==> src/rtl/operand_fetch_if.sv <==
// rtl/operand_fetch_if.sv - decode, register-file, forwarding and execute bundle for operand_fetch
// master drives decode/forwarding/regfile data; slave is the operand_fetch stage.
interface operand_fetch_if #(
   parameter int WIDTH  = 32,
   parameter int NUM    = 32,
   parameter int CTRL_W = 16
);
   localparam int AW = $clog2(NUM);

   logic              flush;

   logic              in_valid;
   logic              in_ready;
   logic [AW-1:0]     in_rs1;
   logic [AW-1:0]     in_rs2;
   logic              in_rs1_used;
   logic              in_rs2_used;
   logic [AW-1:0]     in_rd;
   logic [CTRL_W-1:0] in_ctrl;

   logic [AW-1:0]     gpr_addr_r1;
   logic [AW-1:0]     gpr_addr_r2;
   logic [WIDTH-1:0]  gpr_data_r1;
   logic [WIDTH-1:0]  gpr_data_r2;

   logic              ex_fwd_valid;
   logic [AW-1:0]     ex_fwd_rd;
   logic [WIDTH-1:0]  ex_fwd_data;
   logic              ex_pend_valid;
   logic [AW-1:0]     ex_pend_rd;
   logic              mem_fwd_valid;
   logic [AW-1:0]     mem_fwd_rd;
   logic [WIDTH-1:0]  mem_fwd_data;

   logic              out_valid;
   logic              out_ready;
   logic [WIDTH-1:0]  out_rs1_data;
   logic [WIDTH-1:0]  out_rs2_data;
   logic [AW-1:0]     out_rd;
   logic [CTRL_W-1:0] out_ctrl;
   logic [31:0]       stall_count;

   modport master (
      output flush, in_valid, in_rs1, in_rs2, in_rs1_used, in_rs2_used, in_rd, in_ctrl,
             gpr_data_r1, gpr_data_r2,
             ex_fwd_valid, ex_fwd_rd, ex_fwd_data, ex_pend_valid, ex_pend_rd,
             mem_fwd_valid, mem_fwd_rd, mem_fwd_data, out_ready,
      input  in_ready, gpr_addr_r1, gpr_addr_r2,
             out_valid, out_rs1_data, out_rs2_data, out_rd, out_ctrl, stall_count
   );

   modport slave (
      input  flush, in_valid, in_rs1, in_rs2, in_rs1_used, in_rs2_used, in_rd, in_ctrl,
             gpr_data_r1, gpr_data_r2,
             ex_fwd_valid, ex_fwd_rd, ex_fwd_data, ex_pend_valid, ex_pend_rd,
             mem_fwd_valid, mem_fwd_rd, mem_fwd_data, out_ready,
      output in_ready, gpr_addr_r1, gpr_addr_r2,
             out_valid, out_rs1_data, out_rs2_data, out_rd, out_ctrl, stall_count
   );
endinterface

==> src/rtl/operand_fetch.sv <==
// rtl/operand_fetch.sv - decode-to-execute operand fetch stage with EX/MEM forwarding
// Resolves both sources, stalls on load-use, holds one instruction for execute.
module operand_fetch #(
   parameter int WIDTH  = 32,
   parameter int NUM    = 32,
   parameter int CTRL_W = 16
) (
   input logic          clock,
   input logic          reset,
   operand_fetch_if.slave bus
);
   localparam int AW = $clog2(NUM);

   logic              hazard;
   logic              ready;
   logic              accept;
   logic              rs1_pend_hit;
   logic              rs2_pend_hit;
   logic [WIDTH-1:0]  op1;
   logic [WIDTH-1:0]  op2;

   logic              out_valid_q;
   logic [WIDTH-1:0]  rs1_data_q;
   logic [WIDTH-1:0]  rs2_data_q;
   logic [AW-1:0]     rd_q;
   logic [CTRL_W-1:0] ctrl_q;
   logic [31:0]       stall_q;

   // x0 is hardwired zero and must never pick up a forwarded value; EX is younger than MEM.
   function automatic logic [WIDTH-1:0] resolve(
      input logic [AW-1:0]    rs,
      input logic [WIDTH-1:0] rf_data,
      input logic             ex_v,
      input logic [AW-1:0]    ex_rd,
      input logic [WIDTH-1:0] ex_d,
      input logic             mem_v,
      input logic [AW-1:0]    mem_rd,
      input logic [WIDTH-1:0] mem_d
   );
      logic [WIDTH-1:0] r;
      if (rs == '0)
         r = '0;
      else if (ex_v && ex_rd == rs)
         r = ex_d;
      else if (mem_v && mem_rd == rs)
         r = mem_d;
      else
         r = rf_data;
      return r;
   endfunction

   assign bus.gpr_addr_r1 = bus.in_rs1;
   assign bus.gpr_addr_r2 = bus.in_rs2;

   always_comb begin
      op1 = resolve(bus.in_rs1, bus.gpr_data_r1,
                    bus.ex_fwd_valid, bus.ex_fwd_rd, bus.ex_fwd_data,
                    bus.mem_fwd_valid, bus.mem_fwd_rd, bus.mem_fwd_data);
      op2 = resolve(bus.in_rs2, bus.gpr_data_r2,
                    bus.ex_fwd_valid, bus.ex_fwd_rd, bus.ex_fwd_data,
                    bus.mem_fwd_valid, bus.mem_fwd_rd, bus.mem_fwd_data);
   end

   always_comb begin
      rs1_pend_hit = bus.in_rs1_used && (bus.ex_pend_rd == bus.in_rs1);
      rs2_pend_hit = bus.in_rs2_used && (bus.ex_pend_rd == bus.in_rs2);
      hazard       = bus.in_valid && bus.ex_pend_valid && (bus.ex_pend_rd != '0) &&
                     (rs1_pend_hit || rs2_pend_hit);
   end

   assign ready  = !hazard && (!out_valid_q || bus.out_ready) && !bus.flush;
   assign accept = bus.in_valid && ready;

   always_ff @(posedge clock) begin
      if (reset) begin
         out_valid_q <= 1'b0;
         rs1_data_q  <= '0;
         rs2_data_q  <= '0;
         rd_q        <= '0;
         ctrl_q      <= '0;
         stall_q     <= '0;
      end else begin
         if (hazard && stall_q != 32'hFFFF_FFFF)
            stall_q <= stall_q + 32'd1;

         // Operands are frozen at capture; a held entry is never re-forwarded.
         if (bus.flush) begin
            out_valid_q <= 1'b0;
         end else if (accept) begin
            out_valid_q <= 1'b1;
            rs1_data_q  <= op1;
            rs2_data_q  <= op2;
            rd_q        <= bus.in_rd;
            ctrl_q      <= bus.in_ctrl;
         end else if (bus.out_ready) begin
            out_valid_q <= 1'b0;
         end
      end
   end

   assign bus.in_ready     = ready;
   assign bus.out_valid    = out_valid_q;
   assign bus.out_rs1_data = rs1_data_q;
   assign bus.out_rs2_data = rs2_data_q;
   assign bus.out_rd       = rd_q;
   assign bus.out_ctrl     = ctrl_q;
   assign bus.stall_count  = stall_q;
endmodule

==> src/flat_wrapper.sv <==
// flat-port wrapper written by rule: the top's interface ports become plain ports
module operand_fetch_flat 
#(
   parameter int WIDTH  = 32,
   parameter int NUM    = 32,
   parameter int CTRL_W = 16
)
  (clock, reset, bus_flush, bus_in_valid, bus_in_rs1, bus_in_rs2, bus_in_rs1_used, bus_in_rs2_used, bus_in_rd, bus_in_ctrl, bus_gpr_data_r1, bus_gpr_data_r2, bus_ex_fwd_valid, bus_ex_fwd_rd, bus_ex_fwd_data, bus_ex_pend_valid, bus_ex_pend_rd, bus_mem_fwd_valid, bus_mem_fwd_rd, bus_mem_fwd_data, bus_out_ready, bus_in_ready, bus_gpr_addr_r1, bus_gpr_addr_r2, bus_out_valid, bus_out_rs1_data, bus_out_rs2_data, bus_out_rd, bus_out_ctrl, bus_stall_count);
  operand_fetch_if #(.WIDTH(WIDTH), .NUM(NUM), .CTRL_W(CTRL_W)) bus_i ();
  input logic clock;
  input logic reset;
  input wire logic [$bits(bus_i.flush)-1:0] bus_flush;
  input wire logic [$bits(bus_i.in_valid)-1:0] bus_in_valid;
  input wire logic [$bits(bus_i.in_rs1)-1:0] bus_in_rs1;
  input wire logic [$bits(bus_i.in_rs2)-1:0] bus_in_rs2;
  input wire logic [$bits(bus_i.in_rs1_used)-1:0] bus_in_rs1_used;
  input wire logic [$bits(bus_i.in_rs2_used)-1:0] bus_in_rs2_used;
  input wire logic [$bits(bus_i.in_rd)-1:0] bus_in_rd;
  input wire logic [$bits(bus_i.in_ctrl)-1:0] bus_in_ctrl;
  input wire logic [$bits(bus_i.gpr_data_r1)-1:0] bus_gpr_data_r1;
  input wire logic [$bits(bus_i.gpr_data_r2)-1:0] bus_gpr_data_r2;
  input wire logic [$bits(bus_i.ex_fwd_valid)-1:0] bus_ex_fwd_valid;
  input wire logic [$bits(bus_i.ex_fwd_rd)-1:0] bus_ex_fwd_rd;
  input wire logic [$bits(bus_i.ex_fwd_data)-1:0] bus_ex_fwd_data;
  input wire logic [$bits(bus_i.ex_pend_valid)-1:0] bus_ex_pend_valid;
  input wire logic [$bits(bus_i.ex_pend_rd)-1:0] bus_ex_pend_rd;
  input wire logic [$bits(bus_i.mem_fwd_valid)-1:0] bus_mem_fwd_valid;
  input wire logic [$bits(bus_i.mem_fwd_rd)-1:0] bus_mem_fwd_rd;
  input wire logic [$bits(bus_i.mem_fwd_data)-1:0] bus_mem_fwd_data;
  input wire logic [$bits(bus_i.out_ready)-1:0] bus_out_ready;
  output wire logic [$bits(bus_i.in_ready)-1:0] bus_in_ready;
  output wire logic [$bits(bus_i.gpr_addr_r1)-1:0] bus_gpr_addr_r1;
  output wire logic [$bits(bus_i.gpr_addr_r2)-1:0] bus_gpr_addr_r2;
  output wire logic [$bits(bus_i.out_valid)-1:0] bus_out_valid;
  output wire logic [$bits(bus_i.out_rs1_data)-1:0] bus_out_rs1_data;
  output wire logic [$bits(bus_i.out_rs2_data)-1:0] bus_out_rs2_data;
  output wire logic [$bits(bus_i.out_rd)-1:0] bus_out_rd;
  output wire logic [$bits(bus_i.out_ctrl)-1:0] bus_out_ctrl;
  output wire logic [$bits(bus_i.stall_count)-1:0] bus_stall_count;
  assign bus_i.flush = bus_flush;
  assign bus_i.in_valid = bus_in_valid;
  assign bus_i.in_rs1 = bus_in_rs1;
  assign bus_i.in_rs2 = bus_in_rs2;
  assign bus_i.in_rs1_used = bus_in_rs1_used;
  assign bus_i.in_rs2_used = bus_in_rs2_used;
  assign bus_i.in_rd = bus_in_rd;
  assign bus_i.in_ctrl = bus_in_ctrl;
  assign bus_i.gpr_data_r1 = bus_gpr_data_r1;
  assign bus_i.gpr_data_r2 = bus_gpr_data_r2;
  assign bus_i.ex_fwd_valid = bus_ex_fwd_valid;
  assign bus_i.ex_fwd_rd = bus_ex_fwd_rd;
  assign bus_i.ex_fwd_data = bus_ex_fwd_data;
  assign bus_i.ex_pend_valid = bus_ex_pend_valid;
  assign bus_i.ex_pend_rd = bus_ex_pend_rd;
  assign bus_i.mem_fwd_valid = bus_mem_fwd_valid;
  assign bus_i.mem_fwd_rd = bus_mem_fwd_rd;
  assign bus_i.mem_fwd_data = bus_mem_fwd_data;
  assign bus_i.out_ready = bus_out_ready;
  assign bus_in_ready = bus_i.in_ready;
  assign bus_gpr_addr_r1 = bus_i.gpr_addr_r1;
  assign bus_gpr_addr_r2 = bus_i.gpr_addr_r2;
  assign bus_out_valid = bus_i.out_valid;
  assign bus_out_rs1_data = bus_i.out_rs1_data;
  assign bus_out_rs2_data = bus_i.out_rs2_data;
  assign bus_out_rd = bus_i.out_rd;
  assign bus_out_ctrl = bus_i.out_ctrl;
  assign bus_stall_count = bus_i.stall_count;
  operand_fetch #(.WIDTH(WIDTH), .NUM(NUM), .CTRL_W(CTRL_W)) u_core (.clock(clock), .reset(reset), .bus(bus_i));
endmodule
==> config.mk <==
export PLATFORM = sky130hd
export DESIGN_NAME = operand_fetch_flat
export DESIGN_NICKNAME = d
export VERILOG_FILES = /design/src/rtl/operand_fetch_if.sv /design/src/rtl/operand_fetch.sv /design/src/flat_wrapper.sv
export SDC_FILE = /design/constraint.sdc
export NUM_CORES = 1
export LEC_CHECK = 0
export ABC_AREA = 1
export BUFFER_PORTS_ARGS = -buffer_cell sky130_fd_sc_hd__buf_2
export CORE_ASPECT_RATIO = 0.9
export CORE_MARGIN = 5
export CORE_UTILIZATION = 45
export CTS_CLUSTER_DIAMETER = 150
export DETAILED_ROUTE_END_ITERATION = 8
export GPL_ROUTABILITY_DRIVEN = 0
export PLACE_DENSITY = 0.81
export RECOVER_POWER = 25
export SYNTH_ARGS = -nofsm -noshare
export SYNTH_HDL_FRONTEND = slang
export SYNTH_SLANG_ARGS = --single-unit
==> constraint.sdc <==
create_clock -name clock -period 1.7 [get_ports clock]
set_input_delay 0.085 -clock clock [delete_from_list [all_inputs] [get_ports clock]]
set_output_delay 0.085 -clock clock [all_outputs]
set_load 0.005 [all_outputs]
# Word-level counts from Yosys, hierarchy flattened
# Index checks and enable logic that the tools add are counted.
[word_totals]
output_inout_bits = 129
regBits = 118
[classes]
reduce_logical = 24
addsub = 1
n_mux = 8
bitwise_logic = 1
eq_ne = 7
[ops]
columns = ["op", "count"]
rows = [
  ["$mux W32", 6],
  ["$add A32 B1 Y32 const B", 1],
  ["$ne A32 B32 Y1 const B", 1],
  ["$eq A5 B5 Y1", 6],
  ["$logic_and A1 B1 Y1", 13],
  ["$logic_not A5 Y1", 2],
  ["$reduce_bool A5 Y1", 1],
  ["$logic_not A1 Y1", 3],
  ["$logic_or A1 B1 Y1", 2],
  ["$mux W1", 2],
  ["$reduce_and A2 Y1", 1],
  ["$reduce_bool A2 Y1", 1],
  ["$reduce_or A2 Y1", 1],
  ["$not A1 Y1", 1],
]

# Longest topological paths before layout
[logic_depth]
ltp_word = 9
ltp_mapped = 13
ltp_nobuf = 12

# Worst setup path before layout
# No wires, ideal clock.
[synth_path]
kind = "reg2reg"
from = "register u_core.stall_q[16], in the netlist u_core.bus.stall_count[16]"
to = "register u_core.stall_q[18], in the netlist u_core.bus.stall_count[18]"
path_slack_ps = 115
synth_period_minus_slack_ps = 1585
setup_time_ps = 135
t_arrival_ps = 1450
path_stages_with_launch = 11
cell_sequence = "dfxtp_1 > inv_1 > nor3_1 > nand3_1 > nor2_1 > nand3_1 > nand2_4 > inv_2 > buf_6 > nand2_1 > a21oi_2"
[synth_between]
elab_chain_cells = 2
[synth_lines]
columns = ["item", "line", "text"]
rows = [
  ["from (decl)", "operand_fetch.sv:27", "logic [31:0] stall_q;"],
  ["from (signal assigned)", "operand_fetch.sv:84", "stall_q <= stall_q + 32'd1;"],
  ["parallel branches: the longest is 2 deep, another holds $add A32 B1 Y32", "n/a", ""],
]
# Parallel ways; which one is timed is not known.
# A chain may end at the register's enable or synchronous reset.

# Worst setup path in the final report
[layout_path]
from = "register u_core.stall_q[6], in the netlist u_core.bus.stall_count[6]"
to = "register u_core.stall_q[28], in the netlist u_core.bus.stall_count[28]"
# The elaborated chain is that of the path after synthesis.

==> qor.yml <==
worst_slew_pin_slew_ps: 452
core_area_um2: 17600
ioPinCount: 313
ys_async_sr_fraction: 0
synth_cell_types: 29
grt_use_met1: 0.358
finalSetupViolCount: 0
numCtsBuffers: 17
antenna_found_initial: 4
clockBufferDepth: 2
cts_root_buf: "clkbuf_16"
drive_gt1_frac: 0.266
hold_path_class: "input port to register"
row_count: 46
total_leakage_power_nw: 6.00
synth_cells: 1351
grt_first_pass_wirelength_mm: 48.0
io_buffers: 312
fin_nets: 1881
drcViolationCount: 0
synth-seq-cells: 118
cp_cell_sequence: "inv_1 > buf_4 > nor3_1 > nand2_1 > nor2_2 > nand2_1 > xnor2_1 > nand2_1 > a21oi_1"
first_pass_iters: 6
clkSinkCount: 118
area_growth_syn_to_layout_pct: 40.2
tritoncts: "built"
grt_util_met2: 0.485
track_usage: 0.292
status: "finished, final reports clean"
final_util: 0.640
antenna_left: 0
finalNonFillerCells: 1951
clkLatencyLatePin_ps: 430
cp_max_fo: 2
top_usage_layer: "met2"
die_w_um: 151
vias: 10500
grt_pass1_vias: 9696
yosysSeqAreaShare: 0.295
fin_crit_sh: 0.965
die_h_um: 137
crit_type: "register to register"
synthFlopType: "dfxtp_1"
maxSlewViolCount: 0
fmax_mhz: 610
powerDensity_nw_per_um2: 776
num-fill-cells: 1578
cp.arrival_ps: 2000
layout_min_cycle_time_ps: 1640
synth_nets: 1536
rsz0062_at_grt: "yes"
holdPathStages: 3
avgSynthCellArea_um2: 5.93
path_clk_slew_ps: 60
numPlacedInstances: 1890
critPathTopFamily: "simple AND/OR/NAND/NOR gates"
grt_util_met3: 0.0762
cp-end-kind: "register"
place_hpwl_mm: 23.1
totalWireLength_mm: 32.4
fin_skew_ps: 14.5
dieArea_um2: 20600
routed_via_density: 5.40
wl_per_cell_um: 16.6
htreeDepth: 4
multiInputGateArea_um2: 4660
required_ps: 2060
slew_headroom: 0.695
ys.warnings.count: 0
holdWs_ps: 35.8
cp_num_cells: 9
worst_setup_path_start_kind: "register"
cpMostUsedCell: "nand2_1"
synth_edf_count: 0
initial_core_util: 0.456
grt_max_degree: 76
reg2reg_depth: 9
setup_ws_ps: 59.4
worst-path-buf-inv: 2
slowest_delay_ps: 330
hold_viol: 0
place_ws_ps: 6.95
netlist_area_um2: 8010
cp_slowest_cell: "dfxtp_2"
postPlaceCellArea_um2: 10100
overflow: 0
drt_iter0_drc: 1031
stdcell_area_um2: 11200
peakVddDrop_mv: 0.724
regArea_um2: 2370
drv_cap: 0
final timing paths:
path	startpoint	to	slack [ps]
setup / recovery	u_core.bus.stall_count[6]$_SDFFE_PP0P_	u_core.bus.stall_count[28]$_SDFFE_PP0P_	60
hold / removal	bus_in_ctrl[8]	u_core.bus.out_ctrl[8]$_SDFFE_PP0P_	40
setup reg to reg	u_core.bus.stall_count[6]$_SDFFE_PP0P_	u_core.bus.stall_count[28]$_SDFFE_PP0P_	60
hold reg to reg	u_core.bus.out_ctrl[15]$_SDFFE_PP0P_	u_core.bus.out_ctrl[15]$_SDFFE_PP0P_	440
layout by cell type, fill, tap and decap left out, types with 2 or more instances in the layout:
cell           count
nor3_2             5
bufinv_16          6
inv_1            155
inv_6              2
dlygate4sd3_1     22
dfxtp_2            8
o21ai_0            8
nor3_4             3
nor2_2            20
diode_2            2
o21bai_1          20
dfxtp_1          110
a21oi_4            2
nand2_1          358
nor3_1             9
a21oi_1           46
a21oi_2            7
nor2_1           230
nand2_2            5
xor2_1            22
o22ai_1            4
buf_12            12
nand4_1          136
clkbuf_16         19
buf_2            266
nand3_2            2
inv_2             12
nand3_1           79
clkinv_4           5
buf_4             71
nand3b_1           3
xnor2_1            5
clkbuf_1          46
cells in the mapped netlist, types with 3 or more instances:
cell type / instances / share of area
buf_6: 6 / 0.0084
buf_4: 12 / 0.011
inv_2: 11 / 0.0052
nor2_1: 241 / 0.11
nor2_2: 9 / 0.0070
xnor2_1: 5 / 0.0055
clkbuf_1: 37 / 0.017
xor2_1: 22 / 0.024
buf_2: 39 / 0.024
dfxtp_1: 118 / 0.29
a21oi_1: 47 / 0.029
nor3_1: 16 / 0.010
a21oi_2: 8 / 0.0087
o21ai_0: 8 / 0.0050
inv_1: 157 / 0.074
nand3_1: 80 / 0.050
nand2_1: 361 / 0.17
nand3b_1: 3 / 0.0028
o22ai_1: 4 / 0.0031
o21bai_1: 21 / 0.020
nand4_1: 136 / 0.11
layer usage:
layer,vias to the layer above,share of wire,wire length (um)
met2,713,0.47,15200
met5,-,0.00022,7
li1,5000,-,-
met1,4717,0.38,12400
met3,108,0.11,3690
met4,2,0.034,1110
registers in the layout, summed over array words and instances, names as in the netlist:
signal and cells:
u_core.bus.out_valid 1, u_core.bus.out_rs2_data 32, u_core.bus.out_ctrl 16, u_core.bus.out_rd 5, u_core.bus.stall_count 32, u_core.bus.out_rs1_data 32
power breakdown:
group	internal [W]	switching (W)	total, W
combinational	0.000621	0.000970	0.00159
clock	0.00277	0.00141	0.00418
sequential	0.00288	0.0000639	0.00295
worst reg2reg max path, cell delays in order (launching register included):
cell     delay, ps
dfxtp_2        330
inv_1           80
buf_4          150
nor3_1         260
nand2_1        130
nor2_2         180
nand2_1        110
xnor2_1        170
nand2_1         70
a21oi_1        110
metrics by stage:
stage / setup TNS (ps) / total power, W
final: 0 / 0.00871
after global routing: -111 / 0.00905
after CTS: 0 / 0.00869
after floorplan: 0 / 0.00381
after global placement: 0 / 0.00447
after detailed placement: 0 / 0.00449
kinds of logic (layout without fill, tap and decap cells):
logic type,count (synthesis),count (layout),share of synthesized area
AO/OA/AOI/OAI,90,90,0.0675
XOR/XNOR,27,27,0.0295
buffers and inverters,262,620,0.140
other,0,2,0
AND/OR/NAND/NOR,853,853,0.466
adder cells (fa/ha/maj),1,1,0.00156
flip-flops,118,118,0.295
what timing repair did:
| action | 4_1_cts | 5_1_grt |
|---|---|---|
| setup endpoints to repair | 1 | 67 |
| resized for setup | 1 | 46 |
| endpoints found under the hold margin | 21 | 0 |
| hold buffers | 22 | 0 |
| pin swaps | 0 | 1 |
| buffers inserted | 0 | 3 |
| cloned | 0 | 2 |
area by class of cell:
class,instances,share of cell area
multi-input cells,971,0.415
well taps,240,0.0267
clock buffers,18,0.0382
repair buffers,420,0.230
diodes,2,0.000446
flip-flops and latches,118,0.211
inverters,168,0.0564
clock inverters,14,0.0222
No activity file was read; power rests on OpenSTA's default activity.
